--- config.mk ---
export PLATFORM = sky130hd
export DESIGN_NAME = db_enb_gen
export DESIGN_NICKNAME = d
export VERILOG_FILES = /design/src/rtl/db_pkg.sv /design/src/rtl/sync_chain.sv /design/src/rtl/db_enb_gen.sv
export SDC_FILE = /design/constraint.sdc
export NUM_CORES = 1
export LEC_CHECK = 0
export CORE_UTILIZATION = 57
export CTS_CLUSTER_DIAMETER = 50
export DETAILED_ROUTE_END_ITERATION = 10
export GPL_TIMING_DRIVEN = 0
export HOLD_SLACK_MARGIN = 0.08
export PLACE_DENSITY = 0.8
export SETUP_SLACK_MARGIN = 0.05
export SLEW_MARGIN = 20
export SYNTH_ARGS = -nofsm -noshare
export SYNTH_HDL_FRONTEND = slang
export SYNTH_HIERARCHICAL = 1
export SYNTH_SLANG_ARGS = --single-unit
--- constraint.sdc ---
create_clock -name cclk -period 4.35 [get_ports cclk]
set_input_delay 0.87 -clock cclk [delete_from_list [all_inputs] [get_ports cclk]]
set_output_delay 0.87 -clock cclk [all_outputs]
set_load 0.02 [all_outputs]
--- src/rtl/db_pkg.sv ---
// Shared types and helpers for the debounced enable generator.
// Sizes the debounce counter and names the FSM states.
package db_pkg;

    typedef enum logic {
        STABLE = 1'b0,
        COUNT  = 1'b1
    } db_state_e;

    localparam int MIN_DB_CYCLES = 2;

    function automatic int db_cnt_w(int n);
        return $clog2(n);
    endfunction

endpackage

--- src/rtl/sync_chain.sv ---
// N-flop synchroniser for a single asynchronous bit; all stages clear to 0 on reset.
module sync_chain #(
    parameter int STAGES = 2
) (
    input  logic clk,
    input  logic rst_n,
    input  logic d,
    output logic q
);

    logic [STAGES-1:0] sync_q;
    logic [STAGES-1:0] sync_d;

    always_comb begin
        sync_d = {sync_q[STAGES-2:0], d};
    end

    always_ff @(posedge clk or negedge rst_n) begin
        if (!rst_n) sync_q <= '0;
        else        sync_q <= sync_d;
    end

    assign q = sync_q[STAGES-1];

endmodule

--- src/rtl/db_enb_gen.sv ---
// Synchronise + debounce a raw pin into a clean level with a one-cycle enable strobe
// on every accepted change, intended to drive a downstream enabled flop.
module db_enb_gen
    import db_pkg::*;
#(
    parameter int SYNC_STAGES = 2,
    parameter int DB_CYCLES   = 1000
) (
    input  logic cclk,
    input  logic rst_n,
    input  logic din,
    output logic d_o,
    output logic enb_o,
    output logic rise_o,
    output logic fall_o,
    output logic busy_o
);

    localparam int CNT_W = db_cnt_w(DB_CYCLES);
    localparam logic [CNT_W-1:0] CNT_MAX = CNT_W'(DB_CYCLES - 1);

    if (DB_CYCLES < MIN_DB_CYCLES) begin : g_bad_db
        $error("db_enb_gen: DB_CYCLES must be >= 2");
    end
    if (SYNC_STAGES < 2 || SYNC_STAGES > 4) begin : g_bad_sync
        $error("db_enb_gen: SYNC_STAGES must be in 2..4");
    end

    logic din_s;

    sync_chain #(.STAGES(SYNC_STAGES)) u_sync (
        .clk   (cclk),
        .rst_n (rst_n),
        .d     (din),
        .q     (din_s)
    );

    db_state_e        state_q, state_d;
    logic [CNT_W-1:0] cnt_q,   cnt_d;
    logic             d_q,     d_d;
    logic             enb_q,   enb_d;
    logic             rise_q,  rise_d;
    logic             fall_q,  fall_d;

    always_comb begin
        state_d = state_q;
        cnt_d   = cnt_q;
        d_d     = d_q;
        rise_d  = 1'b0;
        fall_d  = 1'b0;
        case (state_q)
            STABLE: begin
                if (din_s != d_q) begin
                    state_d = COUNT;
                    cnt_d   = CNT_W'(1);
                end else begin
                    cnt_d   = '0;
                end
            end
            COUNT: begin
                if (din_s == d_q) begin
                    // candidate fell back before the window filled: drop it silently
                    state_d = STABLE;
                    cnt_d   = '0;
                end else if (cnt_q == CNT_MAX) begin
                    d_d     = din_s;
                    rise_d  = din_s;
                    fall_d  = ~din_s;
                    cnt_d   = '0;
                    state_d = STABLE;
                end else begin
                    cnt_d   = cnt_q + 1'b1;
                end
            end
            default: begin
                state_d = STABLE;
                cnt_d   = '0;
            end
        endcase
        enb_d = rise_d | fall_d;
    end

    always_ff @(posedge cclk or negedge rst_n) begin
        if (!rst_n) begin
            state_q <= STABLE;
            cnt_q   <= '0;
            d_q     <= 1'b0;
            enb_q   <= 1'b0;
            rise_q  <= 1'b0;
            fall_q  <= 1'b0;
        end else begin
            state_q <= state_d;
            cnt_q   <= cnt_d;
            d_q     <= d_d;
            enb_q   <= enb_d;
            rise_q  <= rise_d;
            fall_q  <= fall_d;
        end
    end

    assign d_o    = d_q;
    assign enb_o  = enb_q;
    assign rise_o = rise_q;
    assign fall_o = fall_q;
    assign busy_o = (state_q == COUNT);

endmodule

==> flow_summary.json <==
{
  "globalplace.congestion": 0.7796,
  "startpoint": "busy_o",
  "cts-root-buf": "clkbuf_4",
  "dieArea_sq_um": 1524,
  "synth_cells": 69,
  "core_area_sq_um": 1186,
  "worstMarginPinSlew_ns": 0.7349,
  "critPathRequiredTime_ns": 3.48,
  "swShare_pct": 23.25,
  "cts_max_path_buffers": 2,
  "leakage_nw": 0.3838,
  "crit_cells": 1,
  "drcViolationCount": 0,
  "hold_buffers": 0,
  "synth-seq-cells": 17,
  "postLayoutCoreUtil_pct": 75.63,
  "clk_pin_slew_worst_paths_ns": 0.10,
  "cts_tree": "yes",
  "critPathLaunchType": "flip-flop",
  "ant_nets": 0,
  "synth_area_per_cell_sq_um": 11.33,
  "critical_path.slowest_cell": "clkdlybuf4s50_1",
  "diodes": 0,
  "r2r_start": "cnt_q[0]",
  "port_buffers": 7,
  "maxSlewHeadroom_pct": 50.86,
  "pwr-share-seq_pct": 62.8,
  "status": "finished, final reports clean",
  "ys_seq_area_share_pct": 54.40,
  "fin_setup_tns_ns": 0,
  "path_max_fanout": 6,
  "io_pins": 8,
  "max_stage_delay_ns": 0.63,
  "grt_pass1_vias": 526,
  "drv_slew": 0,
  "worstHoldPathType": "flip-flop to flip-flop",
  "grt_pass1_wl_microns": 2311,
  "cp_num_buf_inv": 1,
  "die_h_microns": 39.04,
  "grt_max_degree": 18,
  "r2r_setup_slack_ns": 2.72,
  "rsz0062_at_grt": "false",
  "crit_arrival_ns": 1.36,
  "cts.sinks": 17,
  "power-per-cell-area_nw_per_um2": 290.3,
  "routed_via_density": 5.670,
  "ir_drop_v": 0.0001994,
  "vias": 533,
  "drv_cap": 0,
  "dpl.hpwl_microns": 996.7,
  "rows": 12,
  "track_usage_pct": 23.77,
  "clock_latency_ns": 0.29,
  "synth_cell_types": 29,
  "final_common_cell": "dfrtp_1",
  "wl_per_cell_microns": 14.53,
  "internal-power_w": 0.0001999,
  "cts_made_buffers": 3,
  "fp.dieW_microns": 39.04,
  "synth_nets": 73,
  "gr-total-overflow": 0,
  "finalCriticalPeriod_ns": 2.225,
  "drive_gt1_share_pct": 20.00,
  "switching_power_w": 0.00006055,
  "layout_setup_ws_ns": 2.125,
  "cp-endpoint": "busy_o",
  "postCtsSetupBuffers": 0,
  "synth_warnings": 6,
  "period_share_pct": 51.16,
  "fmax_mhz": 449.4,
  "antenna_found_initial": 0,
  "cp_top_family": "buffers and inverters",
  "htreeDepth": 1,
  "comb_power_share_pct": 4.9,
  "rr_worst_depth": 5,
  "reg2reg_to": "d_o",
  "whs_path_depth": 0,
  "initial_core_util_pct": 65.93,
  "crit_chain": "clkdlybuf4s50_1",
  "final_cell_mix": "17 x dfrtp_1, 12 x nor2_1, 7 x clkdlybuf4s50_1, 4 x nand3_1, 4 x xnor2_1",
  "critPathKind": "flip-flop to output port",
  "power_frac_clock_pct": 32.3,
  "final_nets": 85,
  "dp_slack_ns": 2.441,
  "fin_skew_ns": 0.006358,
  "end_kind": "output port",
  "synth_area_sq_um": 782.0,
  "syn_to_final_growth_pct": 14.72,
  "first_pass_iters": 3,
  "setup_viol_count_final": 0,
  "wirelength_microns": 1366,
  "hold_viol": 0,
  "drt_iter0_drc": 8,
  "cts_resized": 0
}
==> area by class of cell <==
| type | count | area, sq um |
|---|---|---|
| buffer | 1 | 7.507 |
| clock buffer | 3 | 22.52 |
| clock inverter | 1 | 5.005 |
| fill | 80 | 289.0 |
| inverter | 3 | 11.26 |
| multi-input combinational | 48 | 337.8 |
| sequential | 17 | 425.4 |
| tap | 14 | 17.52 |
| timing repair buffer | 7 | 70.07 |
==> cells by family after synthesis <==
family                   Yosys count  share of synthesized area (%)
AO/OA/AOI/OAI                      8                          8.001
XOR/XNOR                           7                          7.840
adder cells (fa/ha/maj)            1                          1.600
buffers and inverters              4                          2.400
flip-flops                        17                          54.40
multiplexers                       1                          1.919
AND/OR/NAND/NOR                   31                          23.84
==> Yosys cell counts (all sizes together) <==
master / number / area (sq um)
o311a: 1 / 10.01
o31ai: 1 / 7.510
o221a: 1 / 11.26
buf: 1 / 7.510
nor3: 1 / 5.000
o31a: 1 / 10.01
nand2: 4 / 20.02
and2: 2 / 13.77
nor2: 12 / 45.04
o22ai: 1 / 6.260
nor2b: 1 / 6.260
and3: 2 / 13.77
xnor2: 4 / 35.03
inv: 3 / 11.26
xor2: 3 / 26.28
nand2b: 2 / 22.52
nand3: 4 / 20.02
dfrtp: 17 / 425.4
ha: 1 / 12.51
nor4: 1 / 21.27
mux2: 1 / 15.01
o21a: 1 / 7.510
a21oi: 2 / 10.01
nand4: 2 / 18.77
==> how the worst min path moves through the flow <==
stage	startpoint	end	slack [ns]
3_5_place_dp	u_sync/sync_q[0]	u_sync/sync_q[1]	0.37
4_1_cts	u_sync/sync_q[0]	u_sync/sync_q[1]	0.40
6_report	u_sync/sync_q[0]	u_sync/sync_q[1]	0.39
5_1_grt	u_sync/sync_q[0]	u_sync/sync_q[1]	0.40
3_3_place_gp	u_sync/sync_q[0]	u_sync/sync_q[1]	0.33
2_1_floorplan	u_sync/sync_q[0]	u_sync/sync_q[1]	0.33
==> registers in the layout, indices dropped and copies added (netlist names) <==
signal,flops
cnt_q,10
d_o,1
busy_o,1
u_sync/sync_q,2
fall_o,1
rise_o,1
enb_o,1
==> metrics by stage <==
stage	hold WS, ns	area, sq um	instances	power (W)
2_1_floorplan	0.3312	782.0	69	0.0001720
3_3_place_gp	0.3342	869.6	90	0.0001790
3_5_place_dp	0.3682	869.6	90	0.0001797
4_1_cts	0.4010	897.1	94	0.0002631
5_1_grt	0.3989	897.1	94	0.0002706
6_report	0.3876	897.1	94	0.0002605
==> per-layer routing <==
layer | wire length (microns) | GRT usage, % | vias to the layer above | share of wire [%]
met5 | 0 | 0 | - | 0
met3 | 33 | 3.468 | 5 | 2.4
li1 | - | - | 258 | -
met1 | 602 | 25.84 | 259 | 44
met4 | 29 | 12.93 | 0 | 2.1
met2 | 700 | 43.33 | 11 | 51
==> power groups by stage <==
stage          Combinational (W)  Sequential, W  Clock [W]
2_1_floorplan         0.00000538       0.000167          0
3_5_place_dp           0.0000131       0.000167          0
6_report               0.0000129       0.000163  0.0000841
5_1_grt                0.0000149       0.000164  0.0000917
3_3_place_gp           0.0000126       0.000166          0
4_1_cts                0.0000133       0.000163  0.0000864
Power figures use the tool's default switching activity.
